File: src/rtl/fir_tap_sequencer.sv
// Time-multiplexed FIR engine: one tap per cycle through an external combinational
// multiplier, accumulates, saturates to DW bits and presents the result via valid/ready.
//
// state | meaning
// IDLE  | waiting for a sample; coefficient writes accepted
// MAC   | stepping taps k = 0..NTAPS-1, accumulating products
// OUT   | holding saturated result until downstream accepts it
module fir_tap_sequencer #(
   parameter int NTAPS = 8,
   parameter int DW    = 16,
   parameter int ACC_W = 24
) (
   input  logic                     clk,
   input  logic                     rst,
   input  logic                     in_valid,
   output logic                     in_ready,
   input  logic signed [DW-1:0]     in_sample,
   input  logic                     coef_we,
   input  logic [$clog2(NTAPS)-1:0] coef_addr,
   input  logic signed [DW-1:0]     coef_data,
   output logic signed [DW-1:0]     mult_a,
   output logic signed [DW-1:0]     mult_b,
   input  logic signed [DW-1:0]     mult_c,
   output logic                     out_valid,
   input  logic                     out_ready,
   output logic signed [DW-1:0]     out_sample,
   output logic                     busy
);

   localparam int AW = $clog2(NTAPS);
   localparam logic signed [ACC_W-1:0] SAT_HI = ACC_W'((2 ** (DW - 1)) - 1);
   localparam logic signed [ACC_W-1:0] SAT_LO = ~SAT_HI;
   localparam logic [AW-1:0] K_LAST = AW'(NTAPS - 1);

   typedef enum logic [1:0] {IDLE, MAC, OUT} state_t;

   state_t                  state;
   logic [AW-1:0]           k;
   logic [AW-1:0]           wr_ptr;
   logic [AW-1:0]           rd_idx;
   logic signed [ACC_W-1:0] acc;
   logic signed [ACC_W-1:0] acc_next;
   logic signed [DW-1:0]    sat_val;
   logic signed [DW-1:0]    delay [NTAPS];
   logic signed [DW-1:0]    coef  [NTAPS];

   // Newest sample pairs with coef[0]; index wraps naturally in AW bits.
   assign rd_idx = wr_ptr - k;

   assign mult_a    = (state == MAC) ? delay[rd_idx] : '0;
   assign mult_b    = (state == MAC) ? coef[k]       : '0;
   assign in_ready  = (state == IDLE);
   assign out_valid = (state == OUT);
   assign busy      = (state != IDLE);

   always_comb begin
      acc_next = ((k == '0) ? '0 : acc) + {{(ACC_W - DW){mult_c[DW-1]}}, mult_c};
      if (acc_next > SAT_HI)
         sat_val = SAT_HI[DW-1:0];
      else if (acc_next < SAT_LO)
         sat_val = SAT_LO[DW-1:0];
      else
         sat_val = acc_next[DW-1:0];
   end

   always_ff @(posedge clk) begin
      if (rst) begin
         state      <= IDLE;
         k          <= '0;
         wr_ptr     <= '0;
         acc        <= '0;
         out_sample <= '0;
         for (int i = 0; i < NTAPS; i++) begin
            delay[i] <= '0;
            coef[i]  <= '0;
         end
      end else begin
         case (state)
            IDLE: begin
               if (coef_we)
                  coef[coef_addr] <= coef_data;
               if (in_valid) begin
                  delay[wr_ptr + 1'b1] <= in_sample;
                  wr_ptr               <= wr_ptr + 1'b1;
                  k                    <= '0;
                  state                <= MAC;
               end
            end
            MAC: begin
               acc <= acc_next;
               k   <= k + 1'b1;
               if (k == K_LAST) begin
                  out_sample <= sat_val;
                  state      <= OUT;
               end
            end
            OUT: begin
               if (out_ready)
                  state <= IDLE;
            end
            default: state <= IDLE;
         endcase
      end
   end

endmodule
File: config.mk
export PLATFORM = sky130hd
export DESIGN_NAME = fir_tap_sequencer
export DESIGN_NICKNAME = d
export VERILOG_FILES = /design/src/rtl/fir_tap_sequencer.sv
export SDC_FILE = /design/constraint.sdc
export NUM_CORES = 1
export LEC_CHECK = 0
export CAP_MARGIN = 20
export CORE_ASPECT_RATIO = 1.4
export CORE_MARGIN = 2
export CORE_UTILIZATION = 45
export CTS_BUF_LIST = sky130_fd_sc_hd__clkbuf_16
export DETAILED_ROUTE_END_ITERATION = 12
export GPL_ROUTABILITY_DRIVEN = 0
export SYNTH_ARGS = -nofsm -noshare
export SYNTH_HDL_FRONTEND = slang
export SYNTH_SLANG_ARGS = --single-unit
File: constraint.sdc
create_clock -name clk -period 5.1 [get_ports clk]
set_input_delay 1.02 -clock clk [delete_from_list [all_inputs] [get_ports clk]]
set_output_delay 1.02 -clock clk [all_outputs]
set_load 0.01 [all_outputs]
==> results.py, run 1 <==
metrics = {
    "yosys": {
        "ys_seq_area_share_pct": 57.0,
        "syn_area_per_cell_um2": 12.8,
        "ys_types": 57,
        "netlist_instances": 1194,
        "synth-edff-count": 256,
        "synth_nets": 1280,
        "ys.flop_type": "edfxtp_1",
        "synth_area_um2": 15300,
        "synthArstFlopShare_pct": 0,
        "yosysWarnings": 0,
        "ys_ff_latch": 307,
    },
    "die": {
        "fp.dieW_um": 160,
        "core_um2": 33300,
        "die_h_um": 222,
        "fp-row-count": 79,
        "initial_core_util_pct": 45.9,
        "io_pins": 107,
        "dieArea_um2": 35500,
    },
    "sta": {
        "rsz0062_at_grt": "no",
        "setup_ws_ns": 0.457,
        "setup_viol": 0,
        "worst_pin_slew_ns": 0.946,
        "clock.fmax_ghz": 0.215,
        "hold_viol_final": 0,
        "slew_headroom_pct": 36.9,
        "clock_skew_ns": 0.00987,
        "fin_crit_sh_pct": 91.0,
        "fin_setup_tns_ns": 0,
        "maxSlewViolCount": 0,
        "fin_hold_ws_ns": 0.453,
        "period_needed_ns": 4.64,
    },
    "run": {
        "max-cap-violations": 0,
    },
    "drt": {
        "dr.pass1.iters": 5,
        "ant_nets": 0,
        "post_drt_wl_per_cell_um": 21.4,
        "drt-initial-drc-count": 615,
        "drc_errors": 0,
        "via_per_inst": 5.46,
        "num_vias": 9657,
        "routed_wl_um": 37800,
    },
    "setup_path": {
        "cp_max_fo": 7,
        "crit_buf_inv": 4,
        "path_delay_family": "buffers and inverters",
        "slowest_delay_ns": 0.64,
        "worstPathRequired_ns": 4.08,
        "critPathLaunchType": "flip-flop",
        "critPathArrivalTime_ns": 3.62,
        "endpoint_kind": "output pin",
        "critical_path.slowest_cell": "xnor2_2",
        "cpMostUsedCell": "inv_1",
        "crit_type": "flip-flop to output pin",
        "path_cells": "inv_1 -> ha_2 -> inv_1 -> fa_1 -> xor2_1 -> xnor2_2 -> buf_4 -> mux2i_1 -> nor2_1 -> clkdlybuf4s50_1",
    },
    "pwr": {
        "max-vdd-ir-drop_mv": 0.286,
        "clkPwrFrac_pct": 36.2,
        "power-per-cell-area_nw_per_um2": 318,
        "p_comb_share_pct": 13.1,
        "p_total_w": 0.00567,
        "p_leak_nw": 6.52,
        "switchingPower_w": 0.00136,
        "seqPwrFrac_pct": 50.6,
        "intPower_w": 0.00430,
        "netSwitchingFraction_pct": 24.1,
    },
    "clocking": {
        "clk_latency_ns": 0.56,
        "cts_htree_levels": 1,
        "clockRootBuffer": "clkbuf_16",
        "cts_hold_buf": 0,
        "cts.repair.resized": 0,
        "cts.clk_slew.worst_paths_ns": 0.06,
        "post-cts-setup-buffers": 0,
        "clockBufferDepth": 3,
        "cts_buffers": 30,
        "cts_sinks": 307,
        "cts_tree": "built",
    },
    "global_routing": {
        "grt_pass1_wl_um": 58000,
        "grt_pass1_vias": 9866,
        "grt_max_degree": 66,
        "grt_overflow": 0,
        "grt_usage_pct": 21.3,
        "antenna_found_initial": 2,
    },
    "place": {
        "dp_hpwl_um": 23400,
        "post_dp_cell_area_um2": 16900,
        "port_buffers": 106,
        "place_ws_ns": 0.685,
    },
    "finish": {
        "regArea_um2": 8710,
        "area_growth_pct": 16.5,
        "final_area_um2": 17800,
        "drive_gt1_share_pct": 14.4,
        "nets": 1387,
        "most-common-layout-cells": "and2_1 (280), edfxtp_1 (256), clkdlybuf4s50_1 (105)",
        "n_fill_cell": 2868,
        "multi_input_area_um2": 6290,
        "final_common_cell": "and2_1",
    },
    "min_path": {
        "hold_path.class": "flip-flop to flip-flop",
    },
    "run_status": {
        "status": "finished, final reports clean",
    },
}
metrics by stage:
step,util (%),std cells
6_report,53.4,1769
5_1_grt,53.4,1769
4_1_cts,53.4,1767
3_5_place_dp,50.7,1714
3_3_place_gp,50.7,1714
2_1_floorplan,-,1194
layer usage:
layer	up-vias	GRT usage, %	routed length, um
li1	4524	-	-
met1	4839	27.8	15900
met2	233	37.1	19200
met3	61	2.56	1760
met4	0	7.07	921
met5	-	0	0
state kept, by name, summed over array words and instances (netlist names), named ones only:
signal,flops
delay,128
k,3
out_sample,16
coef,128
acc,24
state,2
wr_ptr,3
synthesized netlist by cell type (2+ instances only):
cell type | n | area, um^2
ha_1 | 28 | 350
xnor2_1 | 13 | 114
a21oi_2 | 4 | 35.0
o21ai_2 | 2 | 17.5
o21ai_1 | 4 | 20.0
o211ai_1 | 5 | 37.5
dfxtp_1 | 51 | 1020
buf_1 | 9 | 33.8
o41ai_4 | 4 | 110
and3_1 | 4 | 25.0
o21ai_0 | 6 | 30.0
o21a_1 | 3 | 22.5
nand2b_1 | 10 | 62.6
mux4_2 | 64 | 1440
or3_1 | 2 | 12.5
fa_1 | 2 | 40.0
or2_1 | 2 | 12.5
mux2i_1 | 34 | 340
and2_1 | 280 | 1750
or2_2 | 18 | 113
and4_1 | 2 | 17.5
buf_6 | 4 | 45.0
nor3_1 | 13 | 65.1
nand4_1 | 3 | 18.8
buf_2 | 5 | 25.0
xor2_1 | 11 | 96.3
nor2b_1 | 7 | 43.8
a211o_1 | 3 | 26.3
nor2_1 | 87 | 327
a211oi_2 | 11 | 138
a21oi_1 | 51 | 255
a211oi_1 | 10 | 75.1
nand2_1 | 91 | 342
a21o_1 | 4 | 30.0
inv_1 | 10 | 37.5
clkbuf_1 | 45 | 169
nand3_1 | 16 | 80.1
edfxtp_1 | 256 | 7690
nor3b_1 | 2 | 15.0
power by group through the flow:
stage | Combinational (W) | Clock [W] | Sequential, W
2_1_floorplan | 0.000484 | 0 | 0.00290
6_report | 0.000744 | 0.00205 | 0.00287
4_1_cts | 0.000755 | 0.00210 | 0.00287
3_5_place_dp | 0.000752 | 0 | 0.00293
5_1_grt | 0.000808 | 0.00219 | 0.00288
3_3_place_gp | 0.000751 | 0 | 0.00292
final timing paths:
kind / from / to / slack [ns] / cells after the start
setup / recovery: wr_ptr[0]$_SDFFE_PP0P_ / mult_a[15] / 0.46 / 10
hold reg to reg: acc[7]$_SDFFE_PP0P_ / acc[7]$_SDFFE_PP0P_ / 0.45 / 2
setup reg to reg: k[0]$_SDFFE_PP0P_ / out_sample[10]$_SDFFE_PP0P_ / 0.74 / 17
hold / removal: acc[7]$_SDFFE_PP0P_ / acc[7]$_SDFFE_PP0P_ / 0.45 / 2
worst min-delay path, stage by stage, from the launching register on:
cell	delay, ns
dfxtp_1	0.30
nand2_1	0.05
a21oi_1	0.05
layout make-up:
cell class / count / share of cell area (%)
diodes: 2 / 0.0281
clock buffers: 31 / 4.36
clock inverters: 22 / 0.654
inverters: 10 / 0.211
multi-input cells: 814 / 35.3
flip-flops and latches: 307 / 48.9
well taps: 445 / 3.13
repair buffers: 138 / 7.35
kinds of logic (layout without fill, tap and decap cells):
logic type | Yosys count | after routing | synth area share [%]
AND/OR/NAND/NOR | 543 | 543 | 19.2
flip-flops | 307 | 307 | 57.0
AO/OA/AOI/OAI | 118 | 118 | 6.05
adder cells (fa/ha/maj) | 30 | 30 | 2.56
other | 0 | 2 | 0
XOR/XNOR | 24 | 24 | 1.38
buffers and inverters | 73 | 201 | 2.03
multiplexers | 99 | 99 | 11.7
Note: power is estimated with default switching activity, not from simulation.
==> run 2, diff against run 1 <==
- GPL_TIMING_DRIVEN: unset -> 0
- MAX_ROUTING_LAYER: unset -> met4
- SLEW_MARGIN: unset -> 20
==> run 2 against run 1 <==
Compared with the run above:
- setup slack worse by 0.20 ns
- sequential cell count stayed put
- worst hold slack worse by 0.0030 ns
- core utilization increased by 0.23 points
- critical path depth down 2
- global-route usage grew 0.37 points
- first-iteration DRC count fell by 13%
- cell area is 0.43% higher
- largest power group unchanged
- sequential power about the same
- largest cell class unchanged
- highest routed layer unchanged
==> results.py, run 2 (synthesis results as in run 1) <==
metrics = {
    "finish": {
        "area_growth_pct": 17.0,
        "drive_gt1_share_pct": 12.3,
        "reg_top3": "coef (128), delay (128), acc (24)",
        "final_common_cell": "and2_1",
        "most-common-layout-cells": "and2_1 (280), edfxtp_1 (256), clkdlybuf4s50_1 (106)",
        "nets": 1418,
    },
    "min_path": {
        "hold_path.class": "flip-flop to flip-flop",
    },
    "global_routing": {
        "grt_overflow": 0,
        "grt_max_degree": 17,
        "grt_pass1_wl_um": 57100,
        "grt_usage_pct": 21.7,
        "grt_pass1_vias": 10100,
        "antenna_found_initial": 1,
    },
    "sta": {
        "slew_headroom_pct": 23.4,
        "worst_pin_slew_ns": 1.14,
        "period_needed_ns": 4.84,
        "fin_hold_ws_ns": 0.450,
        "maxSlewViolCount": 0,
        "setup_viol": 0,
        "clock.fmax_ghz": 0.207,
        "rsz0062_at_grt": "no",
        "clock_skew_ns": 0.0198,
        "fin_setup_tns_ns": 0,
        "hold_viol_final": 0,
        "fin_crit_sh_pct": 94.9,
    },
    "pwr": {
        "switchingPower_w": 0.00138,
        "max-vdd-ir-drop_mv": 0.284,
        "intPower_w": 0.00441,
        "seqPwrFrac_pct": 49.5,
        "power-per-cell-area_nw_per_um2": 324,
        "clkPwrFrac_pct": 37.5,
        "p_leak_nw": 6.48,
        "p_comb_share_pct": 13.0,
        "netSwitchingFraction_pct": 23.9,
    },
    "drt": {
        "post_drt_wl_per_cell_um": 20.6,
        "via_per_inst": 5.31,
        "routed_wl_um": 37100,
        "drt-initial-drc-count": 534,
        "ant_nets": 0,
        "num_vias": 9568,
        "drc_errors": 0,
        "dr.pass1.iters": 5,
    },
    "setup_path": {
        "critPathArrivalTime_ns": 3.82,
        "crit_type": "flip-flop to output pin",
        "cp_max_fo": 10,
        "worstPathRequired_ns": 4.08,
        "critPathLaunchType": "flip-flop",
        "endpoint_kind": "output pin",
    },
    "run_status": {
        "status": "finished, final reports clean",
    },
    "clocking": {
        "cts_buffers": 30,
        "cts_sinks": 307,
        "clockRootBuffer": "clkbuf_16",
        "clk_latency_ns": 0.56,
        "cts_hold_buf": 0,
        "clockBufferDepth": 3,
        "post-cts-setup-buffers": 0,
        "cts_tree": "built",
        "cts.clk_slew.worst_paths_ns": 0.07,
        "cts_htree_levels": 1,
    },
    "die": {
        "dieArea_um2": 35500,
        "fp.dieW_um": 160,
        "io_pins": 107,
        "fp-row-count": 79,
        "core_um2": 33300,
        "die_h_um": 222,
        "initial_core_util_pct": 45.9,
    },
    "run": {
        "max-cap-violations": 0,
    },
    "place": {
        "port_buffers": 106,
        "dp_hpwl_um": 26100,
    },
}
run 2: per-stage QoR:
stage          instances  total power, W  utilization (%)  instance area [um^2]  setup slack [ns]
4_1_cts             1800         0.00584             53.6                 17900             0.150
2_1_floorplan       1194         0.00339                -                 15300              1.48
5_1_grt             1801         0.00599             53.7                 17900           0.00628
6_report            1801         0.00579             53.7                 17900             0.259
3_5_place_dp        1745         0.00368             50.7                 16900             0.168
3_3_place_gp        1745         0.00367             50.7                 16900             0.178
run 2: what timing repair did:
| item | 4_1_cts | 5_1_grt |
|---|---|---|
| hold endpoints to repair | 0 | 0 |
| gates resized for setup | 2 | 3 |
| setup endpoints to repair | 10 | 3 |
run 2: worst max-delay path, cell delays in order (launching register included):
cell             delay, ns
dfxtp_1               0.37
inv_1                 0.10
ha_1                  0.29
clkbuf_1              0.32
clkdlybuf4s15_1       0.74
mux4_2                0.59
mux2i_1               0.27
nor2_1                0.08
clkdlybuf4s50_1       0.49
run 2: area by class of cell:
type                            instances  area, um^2
Clock inverter                         24         180
Timing Repair Buffer                  106        1060
Sequential cell                       307        8710
Multi-Input combinational cell        814        6270
Inverter                               10        37.5
Buffer                                 63         282
Fill cell                            2943       15400
Clock buffer                           31         776
Antenna cell                            1        2.50
Tap cell                              445         557
run 2: per-layer routing:
metal | vias up | part of all wire [%] | track usage (%)
met5 | - | 0 | -
met2 | 189 | 54 | 40.0
li1 | 4565 | - | -
met4 | 0 | 2.9 | 6.72
met3 | 55 | 3.7 | 2.79
met1 | 4759 | 40 | 24.3
run 2: path summary, 6_finish.rpt:
path | start | endpoint | slack (ns) | depth (start not counted)
hold reg to reg | acc[21]$_SDFFE_PP0P_ | acc[21]$_SDFFE_PP0P_ | 0.45 | 2
setup reg to reg | k[0]$_SDFFE_PP0P_ | out_sample[14]$_SDFFE_PP0P_ | 0.36 | 16
setup / recovery | wr_ptr[0]$_SDFFE_PP0P_ | mult_a[0] | 0.26 | 8
hold / removal | acc[21]$_SDFFE_PP0P_ | acc[21]$_SDFFE_PP0P_ | 0.45 | 2
run 2: power by group through the flow:
stage / logic, W / clock network [W] / registers, W
after floorplan: 0.000484 / 0 / 0.00290
after global placement: 0.000757 / 0 / 0.00291
after detailed placement: 0.000761 / 0 / 0.00292
after CTS: 0.000765 / 0.00221 / 0.00286
after global routing: 0.000822 / 0.00230 / 0.00287
final: 0.000754 / 0.00217 / 0.00286
==> run 3, diff against run 2 <==
- PLACE_DENSITY_LB_ADDON: unset -> 0.25
==> run 3 against run 2 <==
Compared with the run above:
- global-route usage shrank 0.10 points
- cell area grew 0.11%
- setup slack gained 0.048 ns
- sequential power is essentially flat
- register-to-register slack gained 0.08 ns
- fmax grew 1.0%
- worst hold slack is essentially flat
- via count grew 1.5%
- first-iteration DRC count grew 16%
- clock skew shrank 0.013 ns
- combinational power is essentially flat
==> results.py, run 3 (synthesis results as in run 1) <==
metrics = {
    "finish": {
        "area_growth_pct": 17.2,
        "drive_gt1_share_pct": 12.3,
        "final_common_cell": "and2_1",
        "most-common-layout-cells": "and2_1 (280), edfxtp_1 (256), clkdlybuf4s50_1 (106)",
        "n_fill_cell": 2848,
        "antenna_cells": 0,
        "reg_top3": "coef (128), delay (128), acc (24)",
        "nets": 1417,
    },
    "clocking": {
        "cts.repair.resized": 1,
        "clockRootBuffer": "clkbuf_16",
        "cts_hold_buf": 0,
        "cts.clk_slew.worst_paths_ns": 0.06,
        "cts_tree": "built",
        "cts_sinks": 307,
        "post-cts-setup-buffers": 0,
        "cts_buffers": 29,
        "cts_htree_levels": 1,
        "clk_latency_ns": 0.55,
        "clockBufferDepth": 3,
    },
    "sta": {
        "fin_crit_sh_pct": 94.0,
        "slew_headroom_pct": 22.5,
        "clock.fmax_ghz": 0.209,
        "setup_viol": 0,
        "maxSlewViolCount": 0,
        "fin_setup_tns_ns": 0,
        "worst_pin_slew_ns": 1.15,
        "rsz0062_at_grt": "no",
        "clock_skew_ns": 0.00704,
        "hold_viol_final": 0,
        "period_needed_ns": 4.79,
    },
    "setup_path": {
        "path_cells": "inv_1 -> ha_1 -> inv_1 -> fa_1 -> xor2_1 -> xnor2_2 -> clkbuf_2 -> mux2i_1 -> nor2_1 -> clkdlybuf4s50_1",
        "slowest_delay_ns": 0.59,
        "cpMostUsedCell": "inv_1",
        "cp_max_fo": 10,
        "crit_buf_inv": 4,
        "critPathLaunchType": "flip-flop",
        "critical_path.slowest_cell": "xnor2_2",
        "path_delay_family": "buffers and inverters",
        "critPathArrivalTime_ns": 3.77,
        "crit_type": "flip-flop to output pin",
        "worstPathRequired_ns": 4.08,
        "endpoint_kind": "output pin",
    },
    "die": {
        "dieArea_um2": 35500,
        "initial_core_util_pct": 45.9,
        "io_pins": 107,
        "die_h_um": 222,
        "fp.dieW_um": 160,
        "fp-row-count": 79,
        "core_um2": 33300,
    },
    "drt": {
        "post_drt_wl_per_cell_um": 20.6,
        "ant_nets": 0,
        "routed_wl_um": 37000,
        "drt-initial-drc-count": 617,
        "num_vias": 9707,
        "drc_errors": 0,
        "dr.pass1.iters": 5,
        "via_per_inst": 5.40,
    },
    "global_routing": {
        "top_usage_layer": "met2",
        "grt_max_degree": 17,
        "grt_pass1_vias": 10257,
        "grt_usage_pct": 21.6,
        "grt_pass1_wl_um": 57000,
        "grt_util_met2_pct": 38.7,
        "met3_usage_pct": 2.66,
        "antenna_found_initial": 0,
        "grtUsageMet1_pct": 24.8,
        "grt_overflow": 0,
    },
    "pwr": {
        "power-per-cell-area_nw_per_um2": 328,
        "p_leak_nw": 6.50,
        "max-vdd-ir-drop_mv": 0.241,
        "p_total_w": 0.00587,
    },
    "place": {
        "port_buffers": 106,
        "dp_hpwl_um": 25400,
    },
    "min_path": {
        "hold_path.class": "flip-flop to flip-flop",
    },
    "run_status": {
        "status": "finished, final reports clean",
    },
    "run": {
        "max-cap-violations": 0,
    },
}
==> run 3: cell types whose count changed in the layout (fill, tap and decap cells not counted), sizes merged, moves of 2 or more <==
cell | previous run | this run
clkinv | 14 | 7
bufinv | 3 | 6
inv | 16 | 19
clkbuf | 77 | 75
==> run 3: power by group <==
part           total [W]  internal [W]  switching [W]
combinational   0.000753      0.000331       0.000421
clock            0.00226       0.00133       0.000928
sequential       0.00286       0.00283      0.0000322
==> run 3: tightest hold or removal path, cell delays in order (launching register included) <==
cell and delay (ns):
dfxtp_1 0.30, nand2_1 0.05, a21oi_1 0.05
==> run 3: worst paths after layout <==
path	depth (start not counted)	startpoint	slack, ns	end
setup / recovery	10	wr_ptr[0]$_SDFFE_PP0P_	0.31	mult_a[13]
hold / removal	2	acc[17]$_SDFFE_PP0P_	0.45	acc[17]$_SDFFE_PP0P_
setup reg to reg	16	k[0]$_SDFFE_PP0P_	0.44	out_sample[2]$_SDFFE_PP0P_
hold reg to reg	2	acc[17]$_SDFFE_PP0P_	0.45	acc[17]$_SDFFE_PP0P_
==> run 3: per-layer routing <==
metal	up-vias	wire, um
li1	4574	-
met1	4795	14600
met2	267	19600
met3	71	1590
met4	0	1210
met5	-	0
==> run 3: per-stage QoR <==
step / instances / setup slack [ns] / hold slack [ns] / utilization, % / instance area, um^2
floorplan: 1194 / 1.48 / 0.432 / - / 15300
global placement: 1745 / 0.202 / 0.438 / 50.7 / 16900
detailed placement: 1745 / 0.268 / 0.442 / 50.7 / 16900
CTS: 1798 / 0.179 / 0.451 / 53.7 / 17900
global route: 1798 / 0.0491 / 0.473 / 53.7 / 17900
finish: 1798 / 0.307 / 0.449 / 53.7 / 17900
==> run 3: area by class of cell <==
type	count	area [um^2]	share of cell area, %
clock buffers	29	726	4.06
multi-input cells	814	6270	35.1
flip-flops and latches	307	8710	48.7
plain buffers	63	275	1.54
clock inverters	24	258	1.44
inverters	10	37.5	0.210
well taps	445	557	3.11
repair buffers	106	1060	5.93
